`src/rtl/fetch_queue.sv`:
```
// fetch_queue: instruction fetch unit with a small in-order queue toward decode.
// Optional build macro FETCH_BYPASS_EN: a response arriving into an empty
// queue is presented to decode in the same cycle (request-to-valid latency 1).
// Without it every response is written to the queue first (latency 2).
module fetch_queue #(
   parameter int unsigned DEPTH    = 4,
   parameter int unsigned ADDR_W   = 32,
   parameter int unsigned INST_W   = 32,
   parameter logic [ADDR_W-1:0] RESET_PC = '0
) (
   input  logic                        clk,
   input  logic                        rst,
   output logic                        imem_req_o,
   output logic [ADDR_W-1:0]           imem_addr_o,
   input  logic [INST_W-1:0]           imem_inst,
   input  logic                        jump,
   input  logic [ADDR_W-1:0]           jump_addr,
   output logic                        valid_o,
   input  logic                        ready_i,
   output logic [INST_W-1:0]           inst_o,
   output logic [ADDR_W-1:0]           inst_addr_o,
   output logic [$clog2(DEPTH):0]      count_o
);

   localparam int unsigned IDX_W = $clog2(DEPTH);
   localparam int unsigned PTR_W = IDX_W + 1;

   logic [ADDR_W-1:0] pc_q;
   logic [ADDR_W-1:0] resp_addr_q;
   logic [PTR_W-1:0]  wr_ptr_q;
   logic [PTR_W-1:0]  rd_ptr_q;
   logic              inflight_q;
   logic              stale_q;

   logic [INST_W-1:0] inst_mem [DEPTH];
   logic [ADDR_W-1:0] addr_mem [DEPTH];

   logic [IDX_W-1:0]  wr_idx;
   logic [IDX_W-1:0]  rd_idx;
   logic [PTR_W-1:0]  count;
   logic [PTR_W:0]    occ;
   logic              empty;
   logic              full;
   logic              resp_valid;
   logic              valid_c;
   logic              xfer;
   logic              enq;
   logic              deq;
   logic              req;
   logic [INST_W-1:0] head_inst;
   logic [ADDR_W-1:0] head_addr;

   // Queue status from wrap-bit pointers
   always_comb begin
      wr_idx = wr_ptr_q[IDX_W-1:0];
      rd_idx = rd_ptr_q[IDX_W-1:0];
      count  = wr_ptr_q - rd_ptr_q;
      empty  = (wr_ptr_q == rd_ptr_q);
      full   = (wr_ptr_q[IDX_W] != rd_ptr_q[IDX_W]) && (wr_idx == rd_idx);
   end

   // Head selection, handshake, enqueue/dequeue and request decision
   always_comb begin
      resp_valid = ~rst & inflight_q & ~stale_q;
`ifdef FETCH_BYPASS_EN
      valid_c   = ~empty | resp_valid;
      head_inst = empty ? imem_inst   : inst_mem[rd_idx];
      head_addr = empty ? resp_addr_q : addr_mem[rd_idx];
      xfer      = valid_c & ready_i & ~jump;
      deq       = xfer & ~empty;
      enq       = resp_valid & ~jump & ~(empty & ready_i) & (~full | deq);
`else
      valid_c   = ~empty;
      head_inst = inst_mem[rd_idx];
      head_addr = addr_mem[rd_idx];
      xfer      = valid_c & ready_i & ~jump;
      deq       = xfer;
      enq       = resp_valid & ~jump & (~full | deq);
`endif
      occ = (PTR_W+1)'(count) + (PTR_W+1)'(resp_valid) - (PTR_W+1)'(xfer);
      req = ~rst & ~jump & (occ < (PTR_W+1)'(DEPTH));
   end

   // Output drive; everything is forced to zero while in reset
   always_comb begin
      imem_req_o  = req;
      imem_addr_o = rst ? '0 : pc_q;
      valid_o     = ~rst & valid_c;
      inst_o      = valid_o ? head_inst : '0;
      inst_addr_o = valid_o ? head_addr : '0;
      count_o     = rst ? '0 : count;
   end

   // Control state: pc, pointers, inflight and stale tracking
   always_ff @(posedge clk) begin
      if (rst) begin
         pc_q        <= RESET_PC;
         resp_addr_q <= '0;
         wr_ptr_q    <= '0;
         rd_ptr_q    <= '0;
         inflight_q  <= 1'b0;
         stale_q     <= 1'b0;
      end else if (jump) begin
         pc_q       <= jump_addr;
         wr_ptr_q   <= '0;
         rd_ptr_q   <= '0;
         inflight_q <= 1'b0;
         stale_q    <= 1'b1;
      end else begin
         stale_q    <= 1'b0;
         inflight_q <= req;
         if (req) begin
            pc_q        <= pc_q + ADDR_W'(4);
            resp_addr_q <= pc_q;
         end
         if (enq) wr_ptr_q <= wr_ptr_q + PTR_W'(1);
         if (deq) rd_ptr_q <= rd_ptr_q + PTR_W'(1);
      end
   end

   // Queue storage, written with the response and its request address
   always_ff @(posedge clk) begin
      if (enq) begin
         inst_mem[wr_idx] <= imem_inst;
         addr_mem[wr_idx] <= resp_addr_q;
      end
   end

endmodule

```
`config.mk`:
```
export PLATFORM = sky130hd
export DESIGN_NAME = fetch_queue
export DESIGN_NICKNAME = d
export VERILOG_FILES = /design/src/rtl/fetch_queue.sv
export SDC_FILE = /design/constraint.sdc
export NUM_CORES = 1
export LEC_CHECK = 0
export ABC_CLOCK_PERIOD_IN_PS = 5100
export BUFFER_PORTS_ARGS = -buffer_cell sky130_fd_sc_hd__buf_2
export CORE_MARGIN = 1.5
export CORE_UTILIZATION = 35
export CTS_CLUSTER_DIAMETER = 100
export CTS_CLUSTER_SIZE = 40
export DETAILED_ROUTE_END_ITERATION = 16
export PLACE_DENSITY = 0.59
export SETUP_SLACK_MARGIN = 0.5
export SLEW_MARGIN = 20
export SYNTH_ARGS = -nofsm -noshare
export SYNTH_HDL_FRONTEND = slang
export SYNTH_SLANG_ARGS = --single-unit
```
`constraint.sdc`:
```
create_clock -name clk -period 5.1 [get_ports clk]
set_input_delay 0.765 -clock clk [delete_from_list [all_inputs] [get_ports clk]]
set_output_delay 0.765 -clock clk [all_outputs]
set_load 0.05 [all_outputs]
```
==> results of run 1 <==
-- stage by stage --
| stage | instances | util, % | area, µm² | power [W] | hold WS (ps) |
|---|---|---|---|---|---|
| 2_1_floorplan | 855 | - | 13300 | 0.00315 | 440 |
| 3_3_place_gp | 1499 | 39.4 | 14800 | 0.00324 | 485 |
| 3_5_place_dp | 1499 | 39.4 | 14800 | 0.00324 | 491 |
| 4_1_cts | 1522 | 40.7 | 15300 | 0.00472 | 434 |
| 5_1_grt | 1522 | 40.7 | 15300 | 0.00483 | 425 |
| 6_report | 1523 | 40.7 | 15300 | 0.00467 | 452 |
-- layer usage --
metal | wire, µm | global-route usage, %
met1 | 14000 | 21.6
met2 | 13400 | 24.0
met3 | 1210 | 1.87
met4 | 383 | 2.37
met5 | 0 | 0
-- flip-flops by register name (all words and copies together), names as in the netlist, named ones only --
name / flops
rd_ptr_q: 3
inflight_q: 1
stale_q: 1
resp_addr_q: 32
wr_ptr_q: 3
inst_mem: 128
addr_mem: 128
pc_q: 32
-- layout by cell type (no fill, tap or decap), types with 3 or more instances in the layout --
master     instances
o211ai_1           7
nor2b_1           96
or3_1              4
and4_1             5
nor2_1            41
a21oi_1           33
xnor2_1            9
dfxtp_1           72
a311oi_1           5
and3_1             5
or2_2              3
xor2_1            21
nand3_1            4
a211oi_1          13
nand2_1           81
clkbuf_16         15
mux2i_1            3
buf_4             12
mux4_2            64
buf_2            168
and2_1             4
inv_1             14
ha_1              10
and2_4             4
edfxtp_1         256
o21ai_0           11
buf_12             3
o2111ai_1         15
a22o_1             3
-- power by group through the flow --
stage | logic (W) | registers [W] | clock network (W)
detailed placement | 0.000215 | 0.00303 | 0
global route | 0.000234 | 0.00297 | 0.00162
finish | 0.000214 | 0.00297 | 0.00149
global placement | 0.000213 | 0.00303 | 0
floorplan | 0.000141 | 0.00301 | 0
CTS | 0.000216 | 0.00297 | 0.00154
-- final timing paths --
path            startpoint         endpoint  slack (ps)  depth (start not counted)
min reg2reg       pc_q[30]  resp_addr_q[30]         500                          2
max            wr_ptr_q[0]       imem_req_o         890                         13
max reg2reg    wr_ptr_q[0]         pc_q[29]        1580                         14
min          jump_addr[16]         pc_q[16]         450                          2
-- final cells by class --
| type | count | area [µm²] | share of cell area, % |
|---|---|---|---|
| Multi-Input combinational cell | 461 | 3910 | 25.6 |
| Tap cell | 511 | 639 | 4.19 |
| Inverter | 14 | 52.6 | 0.344 |
| Clock buffer | 16 | 379 | 2.48 |
| Timing Repair Buffer | 183 | 991 | 6.49 |
| Sequential cell | 330 | 9180 | 60.1 |
| Clock inverter | 7 | 123 | 0.803 |
| Antenna cell | 1 | 2.50 | 0.0164 |
-- worst max-delay path: stages (launching register included) --
cell	delay [ps]
dfxtp_1	420
inv_1	110
ha_1	350
nand2_1	90
nor2_1	50
nor2_1	280
nand2_1	90
ha_1	270
nor2b_1	300
nand3_1	150
a31oi_2	220
nor2_1	160
nor2_1	130
buf_2	280
-- kinds of logic after synthesis --
family | share of synthesized area (%)
buf+inv | 1.87
simple gates | 9.75
compound gates | 5.11
fa+ha+maj | 1.09
xor+xnor | 2.15
mux | 11.1
flops | 69.0
==> metrics, run 1 <==
Net Sw Frac 23.0%; Synth area leaders edfxtp_1, dfxtp_1, mux4_2, nor2b_1, nand2_1; Initial DRT Pass Iterations 4; asr flop ratio synth 0%; top-count cell post-synth edfxtp_1; Post-synth top flop edfxtp_1; Core Area 0.0375 mm²; Final Slew Violations 0; DRC violations left 0; PortBufs 168; routability-driven placement congestion ratio 0.816; first-pass GRT wire length 44600 µm; #FFs+latches synth 330; yosys warns 0; Synth Instances 855; post-synth top area cell edfxtp_1; DR WL/cell 19.0 µm; Slew Limit Headroom 32.0%; FMAX 0.238 GHz; fillers 3530; layout cells sized above 1 28.0%; top cells by count, synth edfxtp_1, nor2b_1, nand2_1; post-CTS setup buffers 0; critical path class flip-flop to output pin; combined area of all synthesized cells 0.0133 mm²; post-CTS sizing 0; leak pwr 5.19 nW; Clk Latency, worst-skew pair 530 ps; CTS tree built; total power divided by cell area 306 mW/mm²; sw power 0.00108 W; min Tclk post-route 4210 ps; critical path launch point type flip-flop; row cnt 71; clock transition at the registers of the reported paths 140 ps; Pint 0.00359 W; status finished clean; Via-to-Cell Ratio 4.92; max_cap viols 0; Clock Skew 31.8 ps; chip height 198 µm; CTS Sinks 330; crit path DAT 3440 ps; root buffer cell clkbuf_16; Area growth, synth to finish 14.8%; Post-Route WL 28900 µm; CP Capture Type output pin; die area 0.0392 mm²; CTS Buf Count 14; Finish-stage setup viols 0; H-tree levels 1; CP Data Required Time 4340 ps; largest net degree at the start of global routing 87; post-route ant nets 0; First DRT Iteration DRCs 414; Post-synth EDFFs 256; Boundary Pins 169; Fin. Hold Viols 0; DR vias 7487; gr ovfl total 0; Initial Util 35.5%; Comb pwr share 4.6%; Die Width 198 µm; Synth Area per Inst 15.6 µm²; synth unique cells 46; GRT Total Usage 14.8%; Hold Buf Count CTS 0; Max VDD drop 0.251 mV; DP Worst Slack 1240 ps; initial antenna violation count 0; HPWL Detailed 18800 µm; Layout Nets 1083; worst-margin pin slew 1020 ps; Clk network pwr share 31.8%; Seq pwr share 63.6%; maximum clock insertion buffer count 3; vias in the first global route 7559; RSZ-0062 raised after global routing no; setup TNS 0 ps; Syn Nets 934; Final Cycle Share 82.5%; top-area cell type share of the netlist area 57.8%; Hold Path Class input pin to flip-flop; setup ws final 895 ps; sequential area share after synthesis 69.0%; Max Fanout on Critical Path 7
(Power assumes the default switching activity.)
==> run 2, diff against run 1 <==
--- a/config.mk
+++ b/config.mk
@@ -5,14 +5,15 @@
 export SDC_FILE = /design/constraint.sdc
 export NUM_CORES = 1
 export LEC_CHECK = 0
-export ABC_CLOCK_PERIOD_IN_PS = 5100
+export ABC_AREA = 1
+export ABC_CLOCK_PERIOD_IN_PS = 3500
 export BUFFER_PORTS_ARGS = -buffer_cell sky130_fd_sc_hd__buf_2
 export CORE_MARGIN = 1.5
 export CORE_UTILIZATION = 35
 export CTS_CLUSTER_DIAMETER = 100
 export CTS_CLUSTER_SIZE = 40
 export DETAILED_ROUTE_END_ITERATION = 16
-export PLACE_DENSITY = 0.59
+export PLACE_DENSITY = 0.61
 export SETUP_SLACK_MARGIN = 0.5
 export SLEW_MARGIN = 20
 export SYNTH_ARGS = -nofsm -noshare
==> constraint.sdc (replaced) <==
create_clock -name clk -period 3.5 [get_ports clk]
set_input_delay 0.525 -clock clk [delete_from_list [all_inputs] [get_ports clk]]
set_output_delay 0.525 -clock clk [all_outputs]
set_load 0.05 [all_outputs]
==> run 2 against run 1 <==
Effect of this change: final area rose by 9.0%; power rose by 51%; largest power group unchanged; highest routed layer unchanged; cell count rose by 34%; largest cell class unchanged.
==> metrics, run 2 <==
slowest stage delay, CP 370 ps; Post-synth top flop edfxtp_1; Hold Buf Count CTS 0; CTS Sinks 330; fillers 3741; Initial Util 35.6%; Synth area leaders edfxtp_1, dfxtp_1, nor2_1, o21ai_0, nand2_1; CTS Buf Count 14; combined area of all synthesized cells 0.0139 mm²; CP Capture Type output pin; total power 0.00705 W; GRT Total Usage 16.0%; synth unique cells 30; DRC violations left 0; DR WL/cell 16.4 µm; yosys warns 0; Synth Instances 1360; HPWL Detailed 19700 µm; leak pwr 6.06 nW; post-route ant nets 0; Core Area 0.0389 mm²; top-count cell post-synth nor2_1; placed cell count 1990; Syn Nets 1439; max_cap viols 0; critical path class flip-flop to output pin; status finished clean; Clock Skew 37.7 ps; Finish-stage setup viols 0; CP Cell Sequence inv_4 > ha_4 > inv_2 > fa_2 > xnor2_4 > inv_2 > ha_4 > a21oi_1 > nand3_1 > nand2_1 > nand3_2 > inv_4 > buf_8; Multi-input gate area 0.00451 mm²; FMAX 0.308 GHz; Area growth, synth to finish 20.0%; sequential area share after synthesis 66.1%; Max VDD drop 0.275 mV; chip height 202 µm; Clk Latency, worst-skew pair 530 ps; root buffer cell clkbuf_16; biggest regs addr_mem x128, inst_mem x128; Initial DRT Pass Iterations 5; RSZ-0062 raised after global routing yes; PortBufs 168; #FFs+latches synth 330; worst-margin pin slew 909 ps; clock transition at the registers of the reported paths 140 ps; Final Cycle Share 92.9%; crit path DAT 2730 ps; First DRT Iteration DRCs 800; layout cells sized above 1 22.4%; routability-driven placement congestion ratio 0.810; initial antenna violation count 0; post-synth top area cell edfxtp_1; Diodes inserted 0; Boundary Pins 169; die area 0.0408 mm²; top cells by count, synth nor2_1, edfxtp_1, o21ai_0; Seq. cell area 0.00919 mm²; vias in the first global route 9399; Hold Path Class input pin to flip-flop; gr ovfl total 0; top-area cell type share of the netlist area 55.4%; CTS tree built; Final Slew Violations 0; Final Instance Count excl. Fillers 2035; Via-to-Cell Ratio 4.80; Post-synth EDFFs 256; asr flop ratio synth 0%; DR vias 9778; total power divided by cell area 423 mW/mm²; Max Fanout on Critical Path 4; Layout Nets 1588; maximum clock insertion buffer count 3; Post-Route WL 33400 µm; row cnt 72; Fin. Hold Viols 0; CP Data Required Time 2970 ps; H-tree levels 1; min Tclk post-route 3250 ps; first-pass GRT wire length 52200 µm; critical path's slowest cell dfxtp_4; Synth Area per Inst 10.2 µm²; Slew Limit Headroom 39.4%; Die Width 202 µm; commonest non-fill, non-tap cell in the layout nor2_1; commonest cells after routing, fill and taps aside nor2_1, edfxtp_1, o21ai_0; critical path launch point type flip-flop; largest net degree at the start of global routing 129
## run 2: final timing paths
path	start	endpoint	slack (ps)	depth (start not counted)
max	wr_ptr_q[0]	imem_req_o	250	13
min	jump_addr[21]	pc_q[21]	190	3
max reg2reg	wr_ptr_q[0]	pc_q[2]	510	15
min reg2reg	rd_ptr_q[0]	rd_ptr_q[0]	490	1
## run 2: layer usage
metal	track usage [%]	vias to the layer above	share of wire (%)
met5	0	-	0
met4	3.33	0	1.5
met3	1.97	29	4.8
met2	26.4	248	46
met1	22.8	4589	48
li1	-	4912	-
## run 2: logic make-up (layout without fill, tap and decap cells)
| group | after synthesis | count (layout) | share of synthesized area [%] |
|---|---|---|---|
| AND/OR/NAND/NOR | 596 | 596 | 17.4 |
| flip-flops | 330 | 330 | 66.1 |
| AO/OA/AOI/OAI | 259 | 259 | 9.90 |
| buffers and inverters | 145 | 302 | 4.30 |
| XOR/XNOR | 19 | 19 | 1.20 |
| adder cells (fa/ha/maj) | 11 | 11 | 1.05 |
## run 2: report_power, final
group	switching (W)	total [W]	internal, W
Sequential	0.0000965	0.00440	0.00430
Combinational	0.000343	0.000497	0.000154
Clock	0.00128	0.00215	0.000867
## run 2: final cells by class
class	count	area share, %
flip-flops and latches	330	55.2
multi-input cells	885	27.1
repair buffers	208	8.92
well taps	518	3.89
clock buffers	17	2.30
inverters	69	1.79
clock inverters	7	0.737
repair inverters	1	0.0677
## run 2: repair_timing
item                                    CTS  global route
pin swaps                                 6             5
endpoints found under the setup margin  128           128
gates resized for setup                  90            32
gates cloned                              0             1
setup buffers                             6            14
## run 2: through the flow
step	worst slack (ps)	util, %	instance area, µm²	setup TNS [ps]	hold WS, ps
after floorplan	-1.04	-	14100	-66.4	454
final	249	42.8	16600	0	195
after detailed placement	252	39.9	15500	0	478
after global routing	93.5	42.8	16600	0	181
after CTS	218	42.0	16400	0	178
after global placement	387	39.9	15500	0	472
## run 2: worst max-delay path, delay by kind of cell, from the launching register on
| family | cells | cell delay, ps |
|---|---|---|
| buf+inv | 5 | 400 |
| flops | 1 | 370 |
| xor+xnor | 1 | 200 |
| fa+ha+maj | 3 | 730 |
| simple gates | 3 | 290 |
| compound gates | 1 | 210 |
